File: config.mk
export PLATFORM = sky130hd
export DESIGN_NAME = cv32e40p_aligner_feeder
export DESIGN_NICKNAME = d
export VERILOG_FILES = /design/src/rtl/cv32e40p_aligner_feeder.sv
export SDC_FILE = /design/constraint.sdc
export NUM_CORES = 1
export LEC_CHECK = 0
export ABC_AREA = 1
export CAP_MARGIN = 20
export CELL_PAD_IN_SITES_DETAIL_PLACEMENT = 1
export CELL_PAD_IN_SITES_GLOBAL_PLACEMENT = 1
export CORE_MARGIN = 5
export CORE_UTILIZATION = 43
export CTS_CLUSTER_DIAMETER = 200
export DETAILED_ROUTE_END_ITERATION = 16
export GPL_TIMING_DRIVEN = 0
export HOLD_SLACK_MARGIN = 0.06
export PLACE_DENSITY_LB_ADDON = 0.1
export SYNTH_ARGS = -nofsm -noshare
export SYNTH_HDL_FRONTEND = slang
export SYNTH_SLANG_ARGS = --single-unit
File: constraint.sdc
create_clock -name clk -period 3.1 [get_ports clk]
set_clock_uncertainty 0.1 [all_clocks]
set_input_delay 0.93 -clock clk [delete_from_list [all_inputs] [get_ports clk]]
set_output_delay 0.93 -clock clk [all_outputs]
set_load 0.1 [all_outputs]
File: src/rtl/cv32e40p_aligner_feeder.sv
// Parity-protected circular instruction buffer between instruction memory and the aligner.
// The head word is visible combinationally; there is no input-to-output bypass.
module cv32e40p_aligner_feeder #(
    parameter int DEPTH = 4
) (
    input  logic                     clk,
    input  logic                     rst_n,
    input  logic                     in_valid_i,
    input  logic [31:0]              in_rdata_i,
    output logic                     in_ready_o,
    input  logic                     parity_inject_i,
    input  logic                     flush_i,
    output logic                     fetch_valid_o,
    output logic [31:0]              fetch_rdata_o,
    input  logic                     aligner_ready_i,
    output logic [$clog2(DEPTH):0]   level_o,
    output logic                     perr_o,
    output logic [7:0]               perr_cnt_o,
    input  logic                     perr_clr_i
);

    localparam int PW = $clog2(DEPTH);
    localparam logic [PW:0] FULL = (PW+1)'(DEPTH);

    if (DEPTH < 2 || (DEPTH & (DEPTH - 1)) != 0) begin : g_bad_depth
        $error("cv32e40p_aligner_feeder: DEPTH must be a power of two >= 2");
    end

    typedef struct packed {
        logic        parity;
        logic [31:0] data;
    } entry_t;

    entry_t        mem [DEPTH];
    entry_t        head;
    logic [PW-1:0] rptr;
    logic [PW-1:0] wptr;
    logic [PW:0]   level;
    logic          push;
    logic          pop;

    assign head          = mem[rptr];
    assign in_ready_o    = (level != FULL);
    assign fetch_valid_o = (level != '0);
    assign fetch_rdata_o = fetch_valid_o ? head.data : 32'h0;
    assign perr_o        = fetch_valid_o && ((^head.data) != head.parity);
    assign level_o       = level;

    assign push = in_valid_i && in_ready_o && !flush_i;
    assign pop  = fetch_valid_o && aligner_ready_i && !flush_i;

    // NOTE: storage has no reset; the level counter alone decides which entries are meaningful.
    always_ff @(posedge clk) begin
        if (push) begin
            mem[wptr] <= '{parity: (^in_rdata_i) ^ parity_inject_i, data: in_rdata_i};
        end
    end

    // NOTE: all state uses non-blocking assignments so every register samples pre-edge values.
    always_ff @(posedge clk or negedge rst_n) begin
        if (!rst_n) begin
            rptr  <= '0;
            wptr  <= '0;
            level <= '0;
        end else if (flush_i) begin
            rptr  <= '0;
            wptr  <= '0;
            level <= '0;
        end else begin
            if (push) wptr <= wptr + PW'(1);
            if (pop)  rptr <= rptr + PW'(1);
            case ({push, pop})
                2'b10:   level <= level + (PW+1)'(1);
                2'b01:   level <= level - (PW+1)'(1);
                default: level <= level;
            endcase
        end
    end

    // Clear wins over a same-cycle increment; a flush never pops, so it leaves the count alone.
    always_ff @(posedge clk or negedge rst_n) begin
        if (!rst_n) begin
            perr_cnt_o <= 8'h00;
        end else if (perr_clr_i) begin
            perr_cnt_o <= 8'h00;
        end else if (pop && perr_o && perr_cnt_o != 8'hFF) begin
            perr_cnt_o <= perr_cnt_o + 8'h01;
        end
    end

endmodule

==> out/qor.json, run 1 <==
{
  "routabilityCongestion": 0.802,
  "critPathArrivalTime_ns": 2.94,
  "grt.overflow.total": 0,
  "rsz0062_at_grt": "true",
  "post-route-worst-setup-slack_ns": -0.874,
  "cp_data_required_time_ns": 2.07,
  "initial_core_util": 0.437,
  "timing.max_cap.violations": 0,
  "worst-r2r-cell-count": 22,
  "cellLeakagePower_nw": 4.54,
  "drt_first_iter_violations": 417,
  "grt_first_pass_wirelength_mm": 36.7,
  "grt_util_all_layers": 0.240,
  "areaGrowthSynthToFinish_pct": 38.9,
  "route.vias.total": 6496,
  "floorplan.die.height_um": 142,
  "num-fill-cells": 1894,
  "port-buffer-count": 84,
  "finish.net_count": 1037,
  "crit_end_category": "primary output",
  "drc": 0,
  "critical_path.max_fanout": 7,
  "synth_sequential_area_ratio": 0.576,
  "min_period_ns": 3.97,
  "report.final.slew_viol_count": 0,
  "reg2reg_slack_ns": 0.14,
  "final_cell_mix": "nand2_1, edfxtp_1, nand3_1, clkdlybuf4s50_1, inv_1",
  "routed_wirelength_mm": 24.8,
  "status": "finished, violations left",
  "diodes": 0,
  "placementRows": 48,
  "final_hold_vios": 0,
  "netlist_instances": 856,
  "io-pin-count": 85,
  "area_inside_the_core_boundary_um2": 17200,
  "power_density_nw_per_um2": 1150,
  "cts.reportedPaths.clkPinSlew_ns": 0.06,
  "htreeDepth": 4,
  "grt_pass1_vias": 6821,
  "maximum_number_of_pins_on_one_net_before_global_route_repair": 23,
  "synth_cell_type_count": 32,
  "tritoncts": "built",
  "netlist_top_cells_area": "edfxtp_1, nand2_1, nand3_1",
  "syn_avg_cell_area_um2": 8.79,
  "cts-hold-fix-buffers": 0,
  "cts_inserted_buffers": 17,
  "final_min_period_over_clock_period": 1.28,
  "grt_antenna_before_repair": 0,
  "synth_register_bits": 147,
  "syn-num-nets": 901,
  "dieArea_um2": 20300,
  "max_slew.worst_pin.slew_ns": 0.975,
  "clock_latency_ns": 0.43,
  "timing.hold.worst_path_depth": 2,
  "post_layout_nonfiller_instances": 1230,
  "place_inst": 1169,
  "sum_of_internal_switching_and_leakage_power_mw": 12.0,
  "routed_wire_length_per_instance_um": 20.1,
  "vias_per_cell": 5.28,
  "hold_path.class": "register to register",
  "cts.root.buffer_cell": "clkbuf_16",
  "drtAntennaViolNets": 0,
  "place.detailed.hpwl_mm": 16.2,
  "finish.utilization": 0.607,
  "post_synth_instance_area_um2": 7530,
  "max_slew_headroom_at_the_worst_pin": 0.348,
  "cell_type_with_the_highest_aggregate_area_in_the_netlist": "edfxtp_1",
  "startpoint_type": "register",
  "violations": "negative setup slack",
  "ir_worst_vdd_mv": 1.11,
  "most_frequent_standard_cell_in_the_layout_excluding_fill_and_tap_cells": "nand2_1",
  "drt-pass1-iter-count": 5,
  "synth_top_area_share": 0.527,
  "max-clock-path-buffers": 2,
  "max_freq_mhz": 252,
  "chipWidth_um": 142,
  "layout-drive-gt1-share": 0.237,
  "clock_sinks": 147,
  "fin_setup_tns_ns": -0.973,
  "critical_path_class": "register to primary output",
  "yosysWarningCount": 0,
  "setup-violations-final": 3
}
[registers in the layout, indices dropped and copies added, names as in the netlist]
name,flops
level_o,3
wptr,2
mem,132
rptr,2
perr_cnt_o,8
[critical path, stage by stage, from the launching register on]
cell	delay, ns
dfrtp_1	0.41
buf_12	0.17
buf_12	0.15
buf_4	0.13
nand2_1	0.06
nand3_1	0.10
nand2_2	0.11
inv_1	0.07
nand2_1	0.09
nand2_1	0.07
nand2_1	0.09
nand2_2	0.09
inv_2	0.07
nand2_1	0.05
nand2_1	0.09
nand2_1	0.09
nand2_2	0.14
nand2_4	0.09
nand3_4	0.09
nand2_4	0.07
nor2_8	0.10
buf_12	0.18
[cells by family (layout without fill, tap and decap cells)]
kind of cell | after synthesis | in the layout | synth area share
compound gates | 14 | 14 | 0.0108
buf+inv | 84 | 233 | 0.0527
xor+xnor | 36 | 36 | 0.0419
simple gates | 569 | 569 | 0.307
fa+ha+maj | 6 | 6 | 0.0110
flops | 147 | 147 | 0.576
[cell type report]
cell class                 instances  area (µm²)  area share
sequential                       147        4340       0.415
multi-input combinational        625        3240       0.310
timing repair buffer             117        1310       0.126
clock buffer                      17         425      0.0407
buffer                            29         350      0.0335
tap                              225         282      0.0269
clock inverter                    15         279      0.0267
inverter                          55         226      0.0217
[worst paths after layout]
| check | to | from |
|---|---|---|
| worst max-delay path | perr_o | rptr[0] |
| worst min-delay path | perr_cnt_o[7] | perr_cnt_o[7] |
| worst max register to register | perr_cnt_o[3] | rptr[0] |
| worst min register to register | perr_cnt_o[7] | perr_cnt_o[7] |
| max in group asynchronous | level_o[2] | rst_n |
| min in group asynchronous | perr_cnt_o[4] | rst_n |
[stage by stage]
step | setup slack (ns) | hold slack, ns | cell area, µm²
final | -0.874 | 0.465 | 10500
after global routing | -1.00 | 0.494 | 10500
after CTS | -0.761 | 0.473 | 10100
after detailed placement | -1.74 | 0.454 | 9080
after global placement | -1.64 | 0.421 | 9000
after floorplan | -0.0233 | 0.480 | 7880
[per-layer routing]
metal / up-vias / routed length [µm] / share of wire / GRT usage
li1: 3051 / - / - / -
met1: 3156 / 9720 / 0.39 / 0.281
met2: 236 / 13100 / 0.53 / 0.444
met3: 53 / 1300 / 0.053 / 0.0380
met4: 0 / 668 / 0.027 / 0.0880
met5: - / 0 / 0 / 0
[synthesized netlist by cell type]
cell type  number
o21bai_1        1
nand2_1       426
ha_1            5
inv_1          46
or2_2           1
buf_4           7
nand4_1         8
nand4_2         1
a21oi_2         1
nand2_2         7
nor3_2          1
inv_4           1
nand3_2         1
nor3_1          2
nor2_8          1
buf_2           9
edfxtp_1      132
nor2_2          1
buf_8           1
a32oi_1         1
buf_6           4
fa_1            1
inv_2           8
nor2_1         44
clkbuf_1        8
dfrtp_1        15
nand3_1        76
xor2_1         11
o21ai_0         6
o22ai_1         1
a21oi_1         4
xnor2_1        25
[power by group]
part / switching (mW) / internal, mW
registers: 0.0738 / 2.32
clock network: 0.851 / 1.60
logic: 4.99 / 2.14
total: 5.91 / 6.07
[repair_timing]
| item | CTS | global route |
|---|---|---|
| setup buffers | 16 | 9 |
| resized for setup | 260 | 69 |
| cloned | 2 | 2 |
| setup endpoints to repair | 43 | 32 |
| pin swaps | 18 | 18 |
Note: power is estimated with default switching activity, not from simulation.
==> run 2, diff against run 1 <==
--- a/config.mk
+++ b/config.mk
@@ -9,8 +9,7 @@
 export CAP_MARGIN = 20
 export CELL_PAD_IN_SITES_DETAIL_PLACEMENT = 1
 export CELL_PAD_IN_SITES_GLOBAL_PLACEMENT = 1
-export CORE_MARGIN = 5
-export CORE_UTILIZATION = 43
+export CORE_UTILIZATION = 46
 export CTS_CLUSTER_DIAMETER = 200
 export DETAILED_ROUTE_END_ITERATION = 16
 export GPL_TIMING_DRIVEN = 0
==> constraint.sdc (replaced) <==
create_clock -name clk -period 4.75 [get_ports clk]
set_clock_uncertainty 0.1 [all_clocks]
set_input_delay 1.425 -clock clk [delete_from_list [all_inputs] [get_ports clk]]
set_output_delay 1.425 -clock clk [all_outputs]
set_load 0.1 [all_outputs]
==> run 2 against run 1 <==
Against the previous run: the run now ends clean; flip-flop and latch count stayed put; sequential share of layout area is 4.5 points higher; wire length is 8.0% lower; worst hold slack worse by 0.0073 ns; critical endpoint is now fetch_rdata_o[18]; largest power group unchanged.
==> out/qor.json, run 2 (synthesis results as in run 1) <==
{
  "critical_path.max_fanout": {"value": 10, "change": "+3"},
  "place.detailed.hpwl": {"value": 15.9, "unit": "mm", "change": "-2.1%"},
  "grt_antenna_before_repair": {"value": 0, "change": "unchanged"},
  "routed_wirelength": {"value": 22.8, "unit": "mm", "change": "-8.0%"},
  "report.final.slew_viol_count": {"value": 0, "change": "unchanged"},
  "critical_path_class": "register to primary output",
  "ir_worst_vdd": {"value": 0.554, "unit": "mV", "change": "-50%"},
  "min_period_ns": 4.66,
  "routabilityCongestion": {"value": 0.812, "change": "+1.2%"},
  "route.vias.total": {"value": 6271, "change": "-3.5%"},
  "crit_end_category": "primary output",
  "drt_first_iter_violations": {"value": 323, "change": "-23%"},
  "cellLeakagePower": {"value": 4.19, "unit": "nW", "change": "-7.9%"},
  "most_frequent_standard_cell_in_the_layout_excluding_fill_and_tap_cells": "nand2_1",
  "max_slew_headroom_at_the_worst_pin": {"value": 0.339, "change": "-0.00880"},
  "critPathArrivalTime": {"value": 3.13, "unit": "ns", "change": "+0.19 ns"},
  "status": "finished, final reports clean",
  "final_hold_vios": {"value": 0, "change": "unchanged"},
  "floorplan.die.height": {"value": 130, "unit": "µm", "change": "-8.7%"},
  "finish.utilization": {"value": 0.591, "change": "-0.0153"},
  "grt_util_all_layers": {"value": 0.287, "change": "+0.0465"},
  "diodes": {"value": 0, "change": "unchanged"},
  "placementRows": {"value": 46, "change": "-4.2%"},
  "areaGrowthSynthToFinish_pct": 25.2,
  "area_inside_the_core_boundary": {"value": 15900, "unit": "µm²", "change": "-7.5%"},
  "cts-hold-fix-buffers": {"value": 0, "change": "unchanged"},
  "max_slew.worst_pin.slew": {"value": 0.988, "unit": "ns", "change": "+0.0132 ns"},
  "io-pin-count": {"value": 85, "change": "unchanged"},
  "worst-r2r-cell-count": {"value": 18, "change": "-18%"},
  "largest_register_ff_count": {"value": 132, "change": "unchanged"},
  "routed_wire_length_per_instance": {"value": 19.1, "unit": "µm", "change": "-4.9%"},
  "drt-pass1-iter-count": {"value": 5, "change": "unchanged"},
  "vias_per_cell": {"value": 5.27, "change": "-0.30%"},
  "max-clock-path-buffers": {"value": 2, "change": "unchanged"},
  "grt_first_pass_wirelength": {"value": 35.0, "unit": "mm", "change": "-4.7%"},
  "max_freq_mhz": 215,
  "timing.hold.worst_path_depth": {"value": 2, "change": "unchanged"},
  "cts.reportedPaths.clkPinSlew": {"value": 0.06, "unit": "ns", "change": "about the same"},
  "cp_data_required_time": {"value": 3.22, "unit": "ns", "change": "+1.15 ns"},
  "htreeDepth": {"value": 4, "change": "unchanged"},
  "cts.root.buffer_cell": "clkbuf_16",
  "setup-violations-final": {"value": 0, "change": "-3"},
  "final_min_period_over_clock_period": 0.980,
  "clock_latency": {"value": 0.42, "unit": "ns", "change": "about the same"},
  "port-buffer-count": {"value": 84, "change": "unchanged"},
  "cts_inserted_buffers": {"value": 17, "change": "unchanged"},
  "tritoncts": "built",
  "grt.overflow.total": {"value": 0, "change": "unchanged"},
  "chipWidth": {"value": 130, "unit": "µm", "change": "-8.7%"},
  "grt_pass1_vias": {"value": 6640, "change": "-2.7%"},
  "timing.max_cap.violations": {"value": 0, "change": "unchanged"},
  "layout-drive-gt1-share": {"value": 0.0851, "change": "-0.152"},
  "maximum_number_of_pins_on_one_net_before_global_route_repair": {"value": 23, "change": "unchanged"},
  "hold_path.class": "register to register",
  "final_cell_mix": "nand2_1, edfxtp_1, nand3_1, clkdlybuf4s50_1, inv_1",
  "dieArea": {"value": 16900, "unit": "µm²", "change": "-17%"},
  "rsz0062_at_grt": "true",
  "finish.net_count": {"value": 1008, "change": "-2.8%"},
  "final.hold.worst_slack": {"value": 0.458, "unit": "ns", "change": "-0.00733 ns"},
  "startpoint_type": "register",
  "num-fill-cells": {"value": 1837, "change": "-3.0%"},
  "regMostFlops": "mem",
  "clock_sinks": {"value": 147, "change": "unchanged"},
  "initial_core_util": {"value": 0.472, "change": "+0.0354"},
  "drtAntennaViolNets": {"value": 0, "change": "unchanged"},
  "power_density": {"value": 714, "unit": "nW/µm²", "change": "-38%"},
  "drc": {"value": 0, "change": "unchanged"}
}
-- run 2: final cells by class --
cell class              instances  area (µm²)  share of cell area
repair buffers                 88         948               0.101
multi-input cells             625        2830               0.300
clock inverters                12         188              0.0199
clock buffers                  19         433              0.0459
well taps                     216         270              0.0287
flip-flops and latches        147        4340               0.460
plain buffers                  29         211              0.0224
inverters                      55         209              0.0222
-- run 2: final timing paths --
| check | start | end | slack, ns |
|---|---|---|---|
| min in group asynchronous | rst_n | perr_cnt_o[5] | 1.37 |
| min | perr_cnt_o[7] | perr_cnt_o[7] | 0.46 |
| max reg2reg | rptr[1] | perr_cnt_o[3] | 1.85 |
| min reg2reg | perr_cnt_o[7] | perr_cnt_o[7] | 0.46 |
| max in group asynchronous | rst_n | rptr[1] | 2.68 |
| max | level_o[2] | fetch_rdata_o[18] | 0.09 |
-- run 2: report_power, final --
group          internal [mW]  switching (mW)
logic                  0.888            2.87
clock network          0.922           0.499
registers               1.51          0.0413
-- run 2: per-layer routing --
layer | vias to the layer above | GRT usage | part of all wire | wire, µm
met3 | 43 | 0.0467 | 0.051 | 1170
li1 | 2986 | - | - | -
met2 | 176 | 0.528 | 0.53 | 12000
met5 | - | 0 | 0 | 0
met1 | 3066 | 0.330 | 0.40 | 9010
met4 | 0 | 0.120 | 0.025 | 567
-- run 2: metrics by stage --
| stage | std cells | TNS (ns) | power [mW] | setup slack, ns | instance area [µm²] |
|---|---|---|---|---|---|
| after detailed placement | 1160 | -0.601 | 5.27 | -0.601 | 8750 |
| after global placement | 1156 | -90.89 | 5.12 | -0.736 | 8640 |
| after CTS | 1191 | 0 | 6.72 | 0.0347 | 9380 |
| final | 1191 | 0 | 6.73 | 0.0935 | 9430 |
| after global routing | 1191 | -0.0427 | 7.03 | -0.0427 | 9430 |
| after floorplan | 856 | 0 | 4.29 | 0.429 | 7530 |
-- run 2: worst max-delay path, cell delays in order, from the launching register on --
cell	delay, ns
dfrtp_1	0.44
nor3_2	0.63
clkbuf_1	0.53
nor2_1	0.12
clkdlybuf4s50_1	0.99
-- run 2: timing repair --
action,4_1_cts,5_1_grt
setup endpoints to repair,32,8
resized for setup,12,18
setup buffers,0,0
